$ cat src/rtl/otp_burn_sequencer.sv
// Timed program / settle / verify / retry sequencer for the antifuse macro.
// Reports sticky burned/failed status and holds kill_req from burn start onward.
module otp_burn_sequencer #(
   parameter int PGM_CYCLES    = 16,
   parameter int SETTLE_CYCLES = 4,
   parameter int MAX_RETRIES   = 3
) (
   input  logic       clk,
   input  logic       reset,
   input  logic       fuse_fire,
   input  logic       fuse_blow_req,
   input  logic       otp_sense,
   output logic       otp_pgm,
   output logic       otp_sense_en,
   output logic       kill_req,
   output logic       busy,
   output logic       burn_done,
   output logic       burn_fail,
   output logic [1:0] attempt_count
);

   localparam int CNT_MAX = (PGM_CYCLES > SETTLE_CYCLES) ? PGM_CYCLES : SETTLE_CYCLES;
   localparam int CNT_W   = (CNT_MAX > 1) ? $clog2(CNT_MAX) : 1;
   localparam logic [CNT_W-1:0] PGM_LAST    = CNT_W'(PGM_CYCLES - 1);
   localparam logic [CNT_W-1:0] SETTLE_LAST = CNT_W'(SETTLE_CYCLES - 1);
   localparam logic [1:0]       MAX_ATT     = 2'(MAX_RETRIES);

   typedef enum logic [2:0] {
      BOOT_SENSE,
      IDLE,
      PGM,
      SETTLE,
      VERIFY,
      DONE,
      FAIL
   } state_t;

   state_t           state, state_nxt;
   logic [CNT_W-1:0] cnt, cnt_nxt;
   logic [1:0]       att_nxt;
   logic             pending, pending_nxt;
   logic             trigger;

   assign trigger = fuse_fire | fuse_blow_req;

   // NOTE: sequential state uses non-blocking assignments so every register
   // samples the pre-edge values computed by the combinational block.
   always_ff @(posedge clk) begin
      if (!reset) begin
         state         <= BOOT_SENSE;
         cnt           <= '0;
         attempt_count <= '0;
         pending       <= 1'b0;
      end else begin
         state         <= state_nxt;
         cnt           <= cnt_nxt;
         attempt_count <= att_nxt;
         pending       <= pending_nxt;
      end
   end

   // NOTE: every signal written here gets a default first, so no path through
   // the case statement can leave one unassigned and infer a latch.
   always_comb begin
      state_nxt    = state;
      cnt_nxt      = cnt + CNT_W'(1);
      att_nxt      = attempt_count;
      pending_nxt  = pending;
      otp_pgm      = 1'b0;
      otp_sense_en = 1'b0;
      kill_req     = 1'b0;
      busy         = 1'b0;
      burn_done    = 1'b0;
      burn_fail    = 1'b0;

      case (state)
         BOOT_SENSE: begin
            otp_sense_en = 1'b1;
            busy         = 1'b1;
            if (trigger) pending_nxt = 1'b1;
            if (cnt == SETTLE_LAST) begin
               cnt_nxt   = '0;
               state_nxt = otp_sense ? DONE : IDLE;
            end
         end
         IDLE: begin
            cnt_nxt = '0;
            // A request latched during boot sense starts the burn here.
            if (trigger || pending) begin
               state_nxt   = PGM;
               att_nxt     = 2'd1;
               pending_nxt = 1'b0;
            end
         end
         PGM: begin
            otp_pgm  = 1'b1;
            kill_req = 1'b1;
            busy     = 1'b1;
            if (cnt == PGM_LAST) begin
               cnt_nxt   = '0;
               state_nxt = SETTLE;
            end
         end
         SETTLE: begin
            otp_sense_en = 1'b1;
            kill_req     = 1'b1;
            busy         = 1'b1;
            if (cnt == SETTLE_LAST) begin
               cnt_nxt   = '0;
               state_nxt = VERIFY;
            end
         end
         VERIFY: begin
            otp_sense_en = 1'b1;
            kill_req     = 1'b1;
            busy         = 1'b1;
            cnt_nxt      = '0;
            if (otp_sense) begin
               state_nxt = DONE;
            end else if (attempt_count < MAX_ATT) begin
               state_nxt = PGM;
               att_nxt   = attempt_count + 2'd1;
            end else begin
               state_nxt = FAIL;
            end
         end
         DONE: begin
            kill_req  = 1'b1;
            burn_done = 1'b1;
            cnt_nxt   = '0;
         end
         FAIL: begin
            kill_req  = 1'b1;
            burn_fail = 1'b1;
            cnt_nxt   = '0;
         end
         default: begin
            state_nxt = BOOT_SENSE;
            cnt_nxt   = '0;
         end
      endcase
   end

endmodule

$ cat config.mk
export PLATFORM = sky130hd
export DESIGN_NAME = otp_burn_sequencer
export DESIGN_NICKNAME = d
export VERILOG_FILES = /design/src/rtl/otp_burn_sequencer.sv
export SDC_FILE = /design/constraint.sdc
export NUM_CORES = 1
export LEC_CHECK = 0
export ABC_AREA = 1
export BUFFER_PORTS_ARGS = -buffer_cell sky130_fd_sc_hd__buf_2
export CORE_AREA = 4 4 41 43
export CTS_BUF_LIST = sky130_fd_sc_hd__clkbuf_2
export DETAILED_ROUTE_END_ITERATION = 10
export DIE_AREA = 0 0 45 47
export HOLD_SLACK_MARGIN = 0.08
export PLACE_DENSITY_LB_ADDON = 0.12
export SYNTH_ARGS = -nofsm -noshare
export SYNTH_HDL_FRONTEND = slang
export SYNTH_SLANG_ARGS = --single-unit
$ cat constraint.sdc
create_clock -name clk -period 1.3 [get_ports clk]
set_input_delay 0.26 -clock clk [delete_from_list [all_inputs] [get_ports clk]]
set_output_delay 0.26 -clock clk [all_outputs]
set_load 0.05 [all_outputs]
==> flow_metrics.py <==
metrics = {
    "yosys": {
        "ys_seq_elements": 10,
        "synth-compound-area-share_pct": 11.6,
        "yosys.area_share.simple_pct": 39.6,
        "synthesis.area_um2": 628,
        "seq_area_frac_synth_pct": 31.9,
        "avgSynthCellArea_um2": 6.75,
        "synth_top_family_by_area": "simple AND/OR/NAND/NOR gates",
        "synth_xor_xnor_area_share_pct": 2.79,
        "number_of_distinct_library_cells_after_synthesis": 21,
        "count_of_yosys_warnings_during_synthesis": 0,
        "synth_cells": 93,
        "post_synth_fa_ha_maj_area_fraction_pct": 3.98,
        "synth_nets": 100,
        "post_synth_mux_area_share_pct": 0,
    },
    "run_status": {
        "outcome": "finished, violations left",
        "failing_checks": "setup timing",
    },
    "floorplanning": {
        "placeableCoreArea_um2": 1300,
        "initial_cell_density_of_the_core_pct": 48.3,
        "design.portCount": 13,
        "floorplan.die_area_um2": 2120,
        "chipHeight_um": 47,
        "die_w_um": 45,
        "fp-row-count": 13,
    },
    "final_layout": {
        "utilization_pct": 81.3,
        "multiInputGateArea_um2": 488,
        "nets": 133,
        "diodes": 0,
        "finalNonFillerCells": 140,
        "register_area_um2": 216,
        "area_delta_synth_final_pct": 68.5,
        "n_fill_cell": 87,
        "drive_gt1_share_pct": 58.4,
    },
    "worst_setup_path": {
        "worst_r2r_startpoint": "state[2]",
        "critical_path.most_common_cell": "buf_6",
        "crit_path_start_kind": "flip-flop",
        "critical_path_arrival_ns": 1.16,
        "crit_path_end_kind": "output port",
        "required_ns": 1.04,
        "worstPathCellList": "buf_6 > nor3_4 > buf_6",
        "cp_slowest_cell": "dfxtp_4",
        "r2r_setup_slack_ns": -0.03,
        "worst_path_dominant_cell_family": "flip-flops",
        "timing.critical_path.slowest_cell_delay_ns": 0.39,
        "worst-r2r-cell-count": 6,
        "crit-reg2reg-capture": "state[1]",
        "critical_path.max_fanout": 5,
        "timing_worst_setup_path_type": "reg2out",
        "critical_path.n_buffers_inverters": 2,
    },
    "sta": {
        "clock_skew_ns": 0.00614,
        "finalSetupViolations": 9,
        "timing.max_slew.rel_slack_pct": 83.4,
        "rsz0062_at_grt": "true",
        "period_needed_ns": 1.42,
        "fmaxAchievable_ghz": 0.706,
        "fin_setup_tns_ns": -0.555,
        "post-route-period-util_pct": 109,
        "timing.final.hold_violations": 0,
        "final_max_slew_viol_count": 0,
        "final_ws_setup_ns": -0.117,
        "max_slew.worst_pin.slew_ns": 0.250,
    },
    "pwr": {
        "report.power.total_uw": 2660,
        "peakVddDrop_mv": 1.49,
        "power_per_cell_area_nw_per_um2": 2520,
        "cellLeakagePower_uw": 0.000481,
    },
    "global_route": {
        "grt_start_max_net_pins": 8,
        "grt.total_usage_pct": 18.4,
        "overflow": 0,
        "vias_in_the_first_global_route": 670,
        "grt_antenna_before_repair": 0,
        "wire_length_of_the_first_global_routing_pass_um": 2720,
    },
    "clocking": {
        "post_cts_hold_buffer_count": 0,
        "tritoncts": "yes",
        "clkSlewWorstSetupHoldPaths_ns": 0.11,
        "clock_tree.buffer_depth": 2,
        "cts_htree_levels": 1,
        "cts.root.buffer_cell": "clkbuf_2",
        "clock_latency_ns": 0.28,
        "tritoncts_num_sinks": 10,
        "cts_made_buffers": 3,
    },
    "route": {
        "drtPass1Iterations": 4,
        "route.final.wire_length_um": 1950,
        "dr_total_vias": 743,
        "remaining_design_rule_violation_count": 0,
        "via_per_inst": 5.31,
        "detail_route.iter0.violations": 9,
        "drtAntennaViolNets": 0,
        "routedWlPerCell_um": 13.9,
    },
    "placement": {
        "finalWeightedCongestion": 0.831,
        "place_worst_setup_slack_ns": 0.0182,
        "place_hpwl_um": 1080,
        "placedCellCount": 125,
        "io_buffers": 12,
    },
    "flow_run": {
        "cap_viol_max_count": 0,
    },
    "min_path": {
        "holdCritStartpoint": "reset",
        "holdPathStages": 3,
        "holdCritPathClass": "in2reg",
        "holdPathEnd": "attempt_count[1]",
    },
}
==> final cells by class <==
cell class / count / area share (%)
Timing Repair Buffer: 28 / 23.0
Inverter: 14 / 6.15
Tap cell: 15 / 1.77
Clock inverter: 1 / 0.355
Clock buffer: 3 / 1.42
Multi-Input combinational cell: 68 / 46.1
Timing Repair inverter: 1 / 0.709
Sequential cell: 10 / 20.4
==> state kept, by name, summed over array words and instances, names as in the netlist <==
name           cells
pending            1
attempt_count      2
cnt                4
state              3
==> worst reg2reg max path, stage by stage, from the launching register on <==
cell and delay (ns):
dfxtp_4 0.40, clkinvlp_4 0.16, buf_6 0.15, buf_6 0.11
nand3_4 0.11, nand4_1 0.16, a21oi_2 0.18
==> cells in the final DEF, fill, tap and decap left out, types with 2 or more instances in the layout <==
cell	instances
nand2_1	13
buf_4	11
inv_1	9
nor2_1	9
buf_6	9
nand2_2	7
nor2_4	6
buf_2	6
nand3_2	5
dfxtp_2	4
nand3_1	3
o21ai_0	3
nand4_1	3
a21oi_2	3
clkbuf_2	3
dfxtp_1	3
dfxtp_4	3
inv_6	2
inv_2	2
nand2_4	2
o21ai_2	2
buf_8	2
==> Yosys cell counts (all sizes together) <==
cell	n	share of area [%]
buf	1	1.8
dfxtp	10	32
xor2	1	1.4
ha	2	4.0
nand3	9	9.6
inv	14	8.4
xnor2	1	1.4
o2111a	1	1.8
nor3	2	2.4
o21ai	6	4.8
nor2	16	12
nand2	22	13
nand4	3	3.0
a21oi	4	3.8
a211oi	1	1.2
==> per-stage QoR <==
step | cell area [um^2] | hold WS, ns
after floorplan | 651 | 0.378
after global placement | 763 | 0.505
after detailed placement | 763 | 0.513
after CTS | 915 | 0.266
after global routing | 1060 | 0.284
final | 1060 | 0.268
==> kinds of logic after synthesis <==
family | count (synthesis)
xor gates and xnor gates | 2
and+or+nand+nor | 52
adders and majority gates | 2
buffers and inverters | 15
AOI/OAI and AO/OA | 12
DFF | 10
==> layer usage <==
metal	up-vias	track usage, %	wire length, um	share of wire (%)
li1	369	-	-	-
met4	0	11.7	72	3.7
met5	-	0	0	0
met3	9	6.13	130	6.7
met1	337	20.3	778	40
met2	28	30.5	971	50
==> power breakdown <==
part	internal, uW	switching (uW)	total [uW]
clock	66.7	121	187
combinational	747	1140	1890
sequential	441	146	587
==> worst max-delay path by stage <==
stage                  start          endpoint  slack [ns]  cells past startpoint
finish              state[0]         burn_fail       -0.12                      3
global route        state[0]           otp_pgm       -0.16                      4
CTS                 state[2]         burn_fail       -0.10                      4
detailed placement  state[2]  attempt_count[0]        0.02                      8
global placement      cnt[0]          state[1]        0.02                      7
floorplan           state[2]          state[0]       -0.08                      8
==> timing repair <==
action,CTS,global route
pin swaps,2,12
gates cloned,1,0
setup buffers,6,4
resized for setup,29,32
setup endpoints to repair,9,13
No activity file was read; power rests on OpenSTA's default activity.
